$ cat src/rtl/y_requant_fifo_if.sv
// Handshake bundle between the conv_8_4 output stage and the requantizer FIFO.
// The slave modport is the FIFO's view; the master modport is the view of
// whoever drives y samples in and consumes requantized samples out.
interface y_requant_fifo_if;
    logic signed [17:0] s_data_in_y;
    logic               s_valid_y;
    logic               s_ready_y;
    logic signed [7:0]  m_data_out_q;
    logic               m_valid_q;
    logic               m_ready_q;
    logic               m_last_q;

    modport slave (
        input  s_data_in_y,
        input  s_valid_y,
        output s_ready_y,
        output m_data_out_q,
        output m_valid_q,
        input  m_ready_q,
        output m_last_q
    );

    modport master (
        output s_data_in_y,
        output s_valid_y,
        input  s_ready_y,
        input  m_data_out_q,
        input  m_valid_q,
        output m_ready_q,
        input  m_last_q
    );
endinterface

$ cat src/rtl/y_requant_fifo.sv
// Requantizes 18-bit convolution results to signed 8-bit (optional ReLU,
// rounded arithmetic shift, saturation) and buffers them in a small FIFO
// tagged with end-of-frame flags. Also counts saturated samples.
module y_requant_fifo #(
    parameter int DEPTH     = 4,
    parameter int SHIFT     = 4,
    parameter int RELU      = 1,
    parameter int FRAME_LEN = 5
) (
    input  logic              clk,
    input  logic              reset,
    y_requant_fifo_if.slave   bus,
    output logic [15:0]       sat_count
);

    localparam int AW   = $clog2(DEPTH);
    localparam int FW   = (FRAME_LEN > 1) ? $clog2(FRAME_LEN) : 1;
    localparam int BIAS = (SHIFT > 0) ? (1 << ((SHIFT > 0) ? (SHIFT - 1) : 0)) : 0;

    localparam logic signed [19:0] BIAS_V     = 20'(BIAS);
    localparam logic [AW:0]        DEPTH_V    = (AW + 1)'(DEPTH);
    localparam logic [FW-1:0]      FRAME_LAST = FW'(FRAME_LEN - 1);

    logic [AW:0]        occupancy;
    logic [AW-1:0]      wr_ptr;
    logic [AW-1:0]      rd_ptr;
    logic [FW-1:0]      frame_cnt;
    logic [7:0]         data_mem [DEPTH];
    logic               last_mem [DEPTH];

    logic signed [19:0] v_relu;
    logic signed [19:0] v_shift;
    logic [7:0]         q_val;
    logic               q_sat;
    logic               push;
    logic               pop;
    logic               push_last;

    // Input transform: ReLU, round-half-up shift, then clamp to int8.
    // The 20-bit intermediate has headroom for the rounding bias on the
    // largest 18-bit input, so the add never overflows.
    always_comb begin
        v_relu  = {{2{bus.s_data_in_y[17]}}, bus.s_data_in_y};
        if (RELU != 0 && bus.s_data_in_y[17]) begin
            v_relu = '0;
        end
        v_shift = (v_relu + BIAS_V) >>> SHIFT;
        q_val   = v_shift[7:0];
        q_sat   = 1'b0;
        if (v_shift > 20'sd127) begin
            q_val = 8'h7F;
            q_sat = 1'b1;
        end else if (v_shift < -20'sd128) begin
            q_val = 8'h80;
            q_sat = 1'b1;
        end
    end

    // Handshake and head-of-queue view, all derived from registered state so
    // s_ready_y never combinationally depends on m_ready_q.
    always_comb begin
        bus.s_ready_y    = (occupancy < DEPTH_V);
        bus.m_valid_q    = (occupancy != '0);
        bus.m_data_out_q = bus.m_valid_q ? data_mem[rd_ptr] : 8'sd0;
        bus.m_last_q     = bus.m_valid_q ? last_mem[rd_ptr] : 1'b0;
        push             = bus.s_valid_y && bus.s_ready_y;
        pop              = bus.m_valid_q && bus.m_ready_q;
        push_last        = (frame_cnt == FRAME_LAST);
    end

    // Control state: occupancy, pointers, frame position and the
    // saturation counter, which sticks at all-ones instead of wrapping.
    always_ff @(posedge clk) begin
        if (reset) begin
            occupancy <= '0;
            wr_ptr    <= '0;
            rd_ptr    <= '0;
            frame_cnt <= '0;
            sat_count <= '0;
        end else begin
            case ({push, pop})
                2'b10:   occupancy <= occupancy + 1'b1;
                2'b01:   occupancy <= occupancy - 1'b1;
                default: occupancy <= occupancy;
            endcase
            if (push) begin
                wr_ptr    <= wr_ptr + 1'b1;
                frame_cnt <= push_last ? '0 : frame_cnt + 1'b1;
                if (q_sat && sat_count != 16'hFFFF) begin
                    sat_count <= sat_count + 16'd1;
                end
            end
            if (pop) begin
                rd_ptr <= rd_ptr + 1'b1;
            end
        end
    end

    // Storage array; stale contents are harmless because the head is masked
    // to zero whenever the FIFO is empty.
    always_ff @(posedge clk) begin
        if (!reset && push) begin
            data_mem[wr_ptr] <= q_val;
            last_mem[wr_ptr] <= push_last;
        end
    end

endmodule

$ cat src/flat_wrapper.sv
// flat-port wrapper written by rule: the top's interface ports become plain ports
module y_requant_fifo_flat 
#(
    parameter int DEPTH     = 4,
    parameter int SHIFT     = 4,
    parameter int RELU      = 1,
    parameter int FRAME_LEN = 5
)
  (clk, reset, sat_count, bus_s_data_in_y, bus_s_valid_y, bus_s_ready_y, bus_m_data_out_q, bus_m_valid_q, bus_m_ready_q, bus_m_last_q);
  y_requant_fifo_if bus_i ();
  input  logic clk;
  input  logic reset;
  output logic [15:0] sat_count;
  input wire logic [$bits(bus_i.s_data_in_y)-1:0] bus_s_data_in_y;
  input wire logic [$bits(bus_i.s_valid_y)-1:0] bus_s_valid_y;
  output wire logic [$bits(bus_i.s_ready_y)-1:0] bus_s_ready_y;
  output wire logic [$bits(bus_i.m_data_out_q)-1:0] bus_m_data_out_q;
  output wire logic [$bits(bus_i.m_valid_q)-1:0] bus_m_valid_q;
  input wire logic [$bits(bus_i.m_ready_q)-1:0] bus_m_ready_q;
  output wire logic [$bits(bus_i.m_last_q)-1:0] bus_m_last_q;
  assign bus_i.s_data_in_y = bus_s_data_in_y;
  assign bus_i.s_valid_y = bus_s_valid_y;
  assign bus_s_ready_y = bus_i.s_ready_y;
  assign bus_m_data_out_q = bus_i.m_data_out_q;
  assign bus_m_valid_q = bus_i.m_valid_q;
  assign bus_i.m_ready_q = bus_m_ready_q;
  assign bus_m_last_q = bus_i.m_last_q;
  y_requant_fifo #(.DEPTH(DEPTH), .SHIFT(SHIFT), .RELU(RELU), .FRAME_LEN(FRAME_LEN)) u_core (.clk(clk), .reset(reset), .bus(bus_i), .sat_count(sat_count));
endmodule
$ cat config.mk
export PLATFORM = sky130hd
export DESIGN_NAME = y_requant_fifo_flat
export DESIGN_NICKNAME = d
export VERILOG_FILES = /design/src/rtl/y_requant_fifo_if.sv /design/src/rtl/y_requant_fifo.sv /design/src/flat_wrapper.sv
export SDC_FILE = /design/constraint.sdc
export NUM_CORES = 1
export LEC_CHECK = 0
export ABC_AREA = 1
export BUFFER_PORTS_ARGS = -buffer_cell sky130_fd_sc_hd__buf_2
export CAP_MARGIN = 20
export CORE_ASPECT_RATIO = 1.2
export CORE_MARGIN = 5
export CORE_UTILIZATION = 45
export CTS_CLUSTER_SIZE = 24
export DETAILED_ROUTE_END_ITERATION = 8
export PLACE_DENSITY = 0.72
export SETUP_SLACK_MARGIN = 0.1
export SLEW_MARGIN = 20
export SYNTH_ARGS = -nofsm -noshare
export SYNTH_HDL_FRONTEND = slang
export SYNTH_SLANG_ARGS = --single-unit
$ cat constraint.sdc
create_clock -name clk -period 1.8 [get_ports clk]
set_input_delay 0.36 -clock clk [delete_from_list [all_inputs] [get_ports clk]]
set_output_delay 0.36 -clock clk [all_outputs]
set_load 0.01 [all_outputs]
==> results_dict.tcl, run 1 <==
set metrics [dict create \
    cts_tree "built" \
    h-tree-depth 3 \
    fin_crit_sh_pct 97.9 \
    crit_buf_inv 2 \
    p_per_area_nw_per_um2 1030 \
    fmax_mhz 568 \
    drt-pass1-iter-count 4 \
    num_vias 2892 \
    placed_cell_area_um2 3860 \
    synth.avg_cell_area_um2 8.64 \
    grt_max_degree 20 \
    synth-seq-cells 64 \
    nFillCells 633 \
    std_cell_rows 34 \
    drive_gt1_share_pct 31.7 \
    ctsHoldBuffers 0 \
    tns_ns 0 \
    final_cell_mix "nor2_1 (64), nand2_1 (48), buf_2 (46)" \
    path_delay_family "flip-flops" \
    share_comb_of_total_power_pct 30.9 \
    p_sw_mw 1.46 \
    ir_drop_uv 567 \
    drtIter0Drc 116 \
    critPathCaptureType "output port" \
    status "finished clean" \
    p_seq_share_pct 40.7 \
    ys_dominant_reg_cell "edfxtp_1" \
    areaGrowthSynthToFinish_pct 24.9 \
    synth_edf_count 36 \
    critPathMaxFanout 5 \
    fin_crit_ns 1.76 \
    internal-power_mw 2.89 \
    cpPeakStageDelay_ns 0.40 \
    num_io_pins 49 \
    sw_frac_of_total_pct 33.6 \
    cp-start-kind "flip-flop" \
    cp.arrival_ns 1.40 \
    crit_slowest_cell "dfxtp_4" \
    async_reset_ff_share_pct 0 \
    dp_hpwl_mm 5.11 \
    multi_input_area_um2 1590 \
    ys_warn_count 0 \
    grt_pass1_vias 2744 \
    layout_commonest_cell "nor2_1" \
    die_h_um 105 \
    setup_viol 0 \
    wirelength_mm 7.42 \
    antenna_left 0 \
    antenna_found_initial 0 \
    path_cells "buf_6 > nor2_1 > nor2_1 > o21ai_1 > a21oi_1 > buf_2" \
    seq_area_um2 1650 \
    insertion_delay_ns 0.34 \
    yosysSeqAreaShare_pct 48.7 \
    hold_violations 0 \
    cts_buffers 9 \
    critical_path_class "flip-flop to output port" \
    hold_class "input pin to flip-flop" \
    synth_area_um2 3370 \
    globalplace.congestion 0.798 \
    clkPwrFrac_pct 28.3 \
    ys_types 38 \
    core_area_um2 7270 \
    maxSlewViolCount 0 \
    worst_ep_required_time_ns 1.44 \
    regToRegSetupSlack_ns 0.16 \
    fin_worst_skew_ns 0.00544 \
    grt_usage_pct 16.6 \
    crit_top_cell "nor2_1" \
    start_util_pct 46.3 \
    grt_first_pass_wirelength_mm 12.1 \
    fin_nets 504 \
    grt-ovfl-total 0 \
    drv_cap 0 \
    wl_per_cell_um 13.1 \
    die-area_um2 9320 \
    drc_errors 0 \
    die_w_um 89.0 \
    final_cell_area_um2 4210 \
    antenna_cells 0 \
    p_leak_nw 1.67 \
    cts.sinks 64 \
    viasPerCell 5.10 \
    clkSlewWorstSetupHoldPaths_ns 0.07 \
    rsz0062_at_grt "yes" \
    clockBufferDepth 2 \
    cts_root_buf "clkbuf_8" \
    synth_cells 390 \
    portBuffers 45 \
]
cell usage after synthesis (2+ instances only):
library cell	n	share of area (%)
a21oi_1	26	3.9
a21oi_2	10	2.6
buf_2	3	0.45
clkbuf_1	5	0.56
dfxtp_1	28	17
edfxtp_1	36	32
ha_1	9	3.3
inv_1	37	4.1
inv_2	2	0.22
nand2_1	49	5.5
nand2_2	13	2.4
nand3_1	21	3.1
nand3_4	2	1.0
nand3b_1	2	0.45
nand4_1	16	3.0
nor2_1	68	7.6
nor2_2	3	0.56
nor3_1	3	0.45
nor3_2	2	0.59
o21ai_0	26	3.9
xnor2_1	3	0.78
xor2_1	10	2.6
metal layers:
metal | part of all wire [%] | routed length (um) | GRT usage [%]
met5 | 0 | 0 | 0
met4 | 1.4 | 104 | 5.85
met3 | 4.3 | 319 | 4.09
met2 | 55 | 4080 | 30.2
met1 | 39 | 2920 | 18.2
layout make-up:
cell class | instances | area share [%]
clock buffer | 9 | 2.95
clock inverter | 7 | 1.90
sequential | 64 | 39.3
tap | 90 | 2.68
inverter | 41 | 4.08
timing repair buffer | 77 | 11.4
multi-input combinational | 279 | 37.7
stage by stage:
stage,util (%),power [mW],instances,hold slack (ns),setup slack [ns]
detailed placement,53.1,2.96,543,0.463,-0.0533
floorplan,-,2.52,393,0.436,0.0497
global route,57.8,4.62,567,0.422,-0.0637
finish,57.8,4.35,567,0.414,0.0380
CTS,56.4,4.27,562,0.318,0.0200
global placement,53.1,2.92,543,0.447,-0.00526
power by group through the flow:
stage	registers [mW]	logic, mW	clock network, mW
after global routing	1.79	1.51	1.32
after global placement	1.78	1.15	0
final	1.77	1.35	1.23
after detailed placement	1.78	1.18	0
after floorplan	1.77	0.757	0
after CTS	1.76	1.23	1.27
sequential cells by signal, summed over array words and instances, names as in the netlist, named ones only:
| register | flops |
|---|---|
| u_core.frame_cnt | 3 |
| u_core.data_mem | 32 |
| u_core.wr_ptr | 2 |
| u_core.sat_count | 16 |
| u_core.rd_ptr | 2 |
| u_core.last_mem | 4 |
| u_core.occupancy | 3 |
timing repair:
item,4_1_cts,5_1_grt
buffers inserted,1,3
hold endpoints to repair,0,0
gates cloned,2,2
pin swaps,3,17
resized for setup,10,28
setup endpoints to repair,10,27
kinds of logic after synthesis:
| group | after synthesis | synth area share, % |
|---|---|---|
| AO/OA/AOI/OAI | 67 | 11.4 |
| buffers and inverters | 51 | 6.20 |
| XOR/XNOR | 13 | 3.38 |
| adder cells (fa/ha/maj) | 10 | 3.94 |
| flip-flops | 64 | 48.7 |
| AND/OR/NAND/NOR | 184 | 26.3 |
| other | 1 | 0.111 |
worst min-delay path: cells and delay by family:
family / cells / cell delay, ns
buffers and inverters: 1 / 0.09
AOI/OAI and AO/OA: 2 / 0.20
and+or+nand+nor: 1 / 0.06
worst paths after layout:
kind                                      endpoint  cells past startpoint                        startpoint
setup / recovery               bus_m_data_out_q[0]                      6                         flip-flop
hold / removal    u_core.frame_cnt[2]$_SDFFE_PP0P_                      4                             reset
setup reg to reg  u_core.occupancy[1]$_SDFFE_PP0P_                     10  u_core.occupancy[2]$_SDFFE_PP0P_
hold reg to reg                          flip-flop                      2     u_core.rd_ptr[1]$_SDFFE_PP0P_
Power figures use the tool's default switching activity.
==> run 2: changes to the inputs <==
BUFFER_PORTS_ARGS = -buffer_cell sky130_fd_sc_hd__buf_4   (was -buffer_cell sky130_fd_sc_hd__buf_2)
==> run 2 against run 1 <==
Net effect:
- clock-buffer cell count did not move
- combinational power rose by 12%
- fmax fell by 0.74%
- die area did not move
- final area rose by 4.5%
- non-clock buffer count rose by 2
- highest routed layer unchanged
- critical path depth did not move
- largest cell class unchanged
- power rose by 4.0%
- worst setup slack got worse by 0.013 ns
- via count fell by 1.0%
==> results_dict.tcl, run 2 (synthesized netlist as in run 1, its figures left out) <==
set metrics [dict create \
    status "finished clean" \
    p_leak_nw 1.71 \
    cp.arrival_ns 1.42 \
    critPathCaptureType "output port" \
    fmax_mhz 563 \
    final_cell_area_um2 4390 \
    placed_cell_area_um2 4010 \
    share_comb_of_total_power_pct 33.3 \
    cts.sinks 64 \
    drtIter0Drc 142 \
    hold_violations 0 \
    path_delay_family "flip-flops" \
    antenna_found_initial 0 \
    clkPwrFrac_pct 27.3 \
    setup_viol 0 \
    whs_ns 0.402 \
    viasPerCell 5.03 \
    die_h_um 105 \
    maxSlewViolCount 0 \
    worst_ep_required_time_ns 1.44 \
    regMostFlops "u_core.data_mem" \
    wirelength_mm 7.48 \
    fin_crit_sh_pct 98.6 \
    path_cells "buf_8 > nor2_1 > nor2_1 > o21ai_1 > a21oi_1 > buf_4" \
    dp_slack_ns -0.0575 \
    largest_reg_flops 32 \
    grt-ovfl-total 0 \
    tns_ns 0 \
    insertion_delay_ns 0.33 \
    areaGrowthSynthToFinish_pct 30.5 \
    crit_top_cell "nor2_1" \
    clkSlewWorstSetupHoldPaths_ns 0.07 \
    grt_usage_pct 16.7 \
    drv_cap 0 \
    grt_max_degree 19 \
    grt_pass1_vias 2780 \
    rsz0062_at_grt "yes" \
    crit_buf_inv 2 \
    hold_class "input pin to flip-flop" \
    final_cell_mix "buf_4 (74), nor2_1 (59), nand2_1 (47)" \
    h-tree-depth 3 \
    globalplace.congestion 0.862 \
    cts_tree "built" \
    largestRegisters "u_core.data_mem x32, u_core.sat_count x16, u_core.last_mem x4" \
    std_cell_rows 34 \
    p_sw_mw 1.50 \
    cts_root_buf "clkbuf_8" \
    p_per_area_nw_per_um2 1030 \
    die_w_um 89.0 \
    num_vias 2863 \
    die-area_um2 9320 \
    cpPeakStageDelay_ns 0.42 \
    crit_slowest_cell "dfxtp_4" \
    fin_nets 506 \
    p_seq_share_pct 39.4 \
    sw_frac_of_total_pct 33.2 \
    fin_crit_ns 1.78 \
    critPathMaxFanout 5 \
    power.total_mw 4.53 \
    portBuffers 45 \
    cp-start-kind "flip-flop" \
    core_area_um2 7270 \
    ir_drop_uv 705 \
    critical_path_class "flip-flop to output port" \
    fin_worst_skew_ns 0.00544 \
    layout_commonest_cell "buf_4" \
    clockBufferDepth 2 \
    nFillCells 607 \
    drc_errors 0 \
    start_util_pct 46.3 \
    drt-pass1-iter-count 4 \
    internal-power_mw 3.02 \
    antenna_cells 0 \
    grt_first_pass_wirelength_mm 12.3 \
    fin_ws_ns 0.0248 \
    drive_gt1_share_pct 33.4 \
    num_io_pins 49 \
    antenna_left 0 \
    cts_buffers 9 \
    dp_hpwl_mm 5.30 \
    wl_per_cell_um 13.2 \
]
## run 2: area by class of cell
| type | count | area (um2) | area share [%] |
|---|---|---|---|
| Clock buffer | 9 | 124 | 2.82 |
| Clock inverter | 7 | 80.1 | 1.82 |
| Inverter | 41 | 169 | 3.84 |
| Multi-Input combinational cell | 279 | 1620 | 36.9 |
| Sequential cell | 64 | 1650 | 37.6 |
| Tap cell | 90 | 113 | 2.56 |
| Timing Repair Buffer | 79 | 633 | 14.4 |
## run 2: routing by layer
layer / global-route usage (%) / share of wire [%] / vias up
li1: - / - / 1483
met1: 18.3 / 39 / 1318
met2: 30.5 / 56 / 58
met3: 3.94 / 3.8 / 4
met4: 6.17 / 0.68 / 0
met5: 0 / 0 / -
## run 2: worst register-to-register path, delay by kind of cell, from the launching register on
kind / cells / cell delay (ns)
simple gates: 4 / 0.43
buf+inv: 3 / 0.17
flops: 1 / 0.34
compound gates: 1 / 0.05
fa+ha+maj: 2 / 0.58
## run 2: power groups by stage
stage | Clock (mW) | Sequential, mW | Combinational [mW]
2_1_floorplan | 0 | 1.77 | 0.757
3_3_place_gp | 0 | 1.77 | 1.26
3_5_place_dp | 0 | 1.78 | 1.29
4_1_cts | 1.27 | 1.77 | 1.37
5_1_grt | 1.33 | 1.80 | 1.66
6_report | 1.24 | 1.78 | 1.51
## run 2: path summary, 6_finish.rpt
path | startpoint | endpoint | slack (ns) | depth (start not counted)
max | flip-flop | bus_m_data_out_q[3] | 0.02 | 6
min | reset | u_core.occupancy[0]$_SDFFE_PP0P_ | 0.40 | 4
max reg2reg | u_core.occupancy[2]$_SDFFE_PP0P_ | u_core.occupancy[1]$_SDFFE_PP0P_ | 0.17 | 10
min reg2reg | u_core.rd_ptr[1]$_SDFFE_PP0P_ | flip-flop | 0.46 | 2
## run 2: repair_timing
action,4_1_cts,5_1_grt
gates resized for setup,20,34
hold buffers,0,0
setup buffers,2,0
gates cloned,2,2
pin swaps,4,21
endpoints found under the setup margin,10,26
## run 2: metrics by stage
stage,std cells,utilization [%]
floorplan,393,-
global placement,547,55.1
detailed placement,547,55.1
CTS,567,58.6
global route,569,60.4
finish,569,60.4
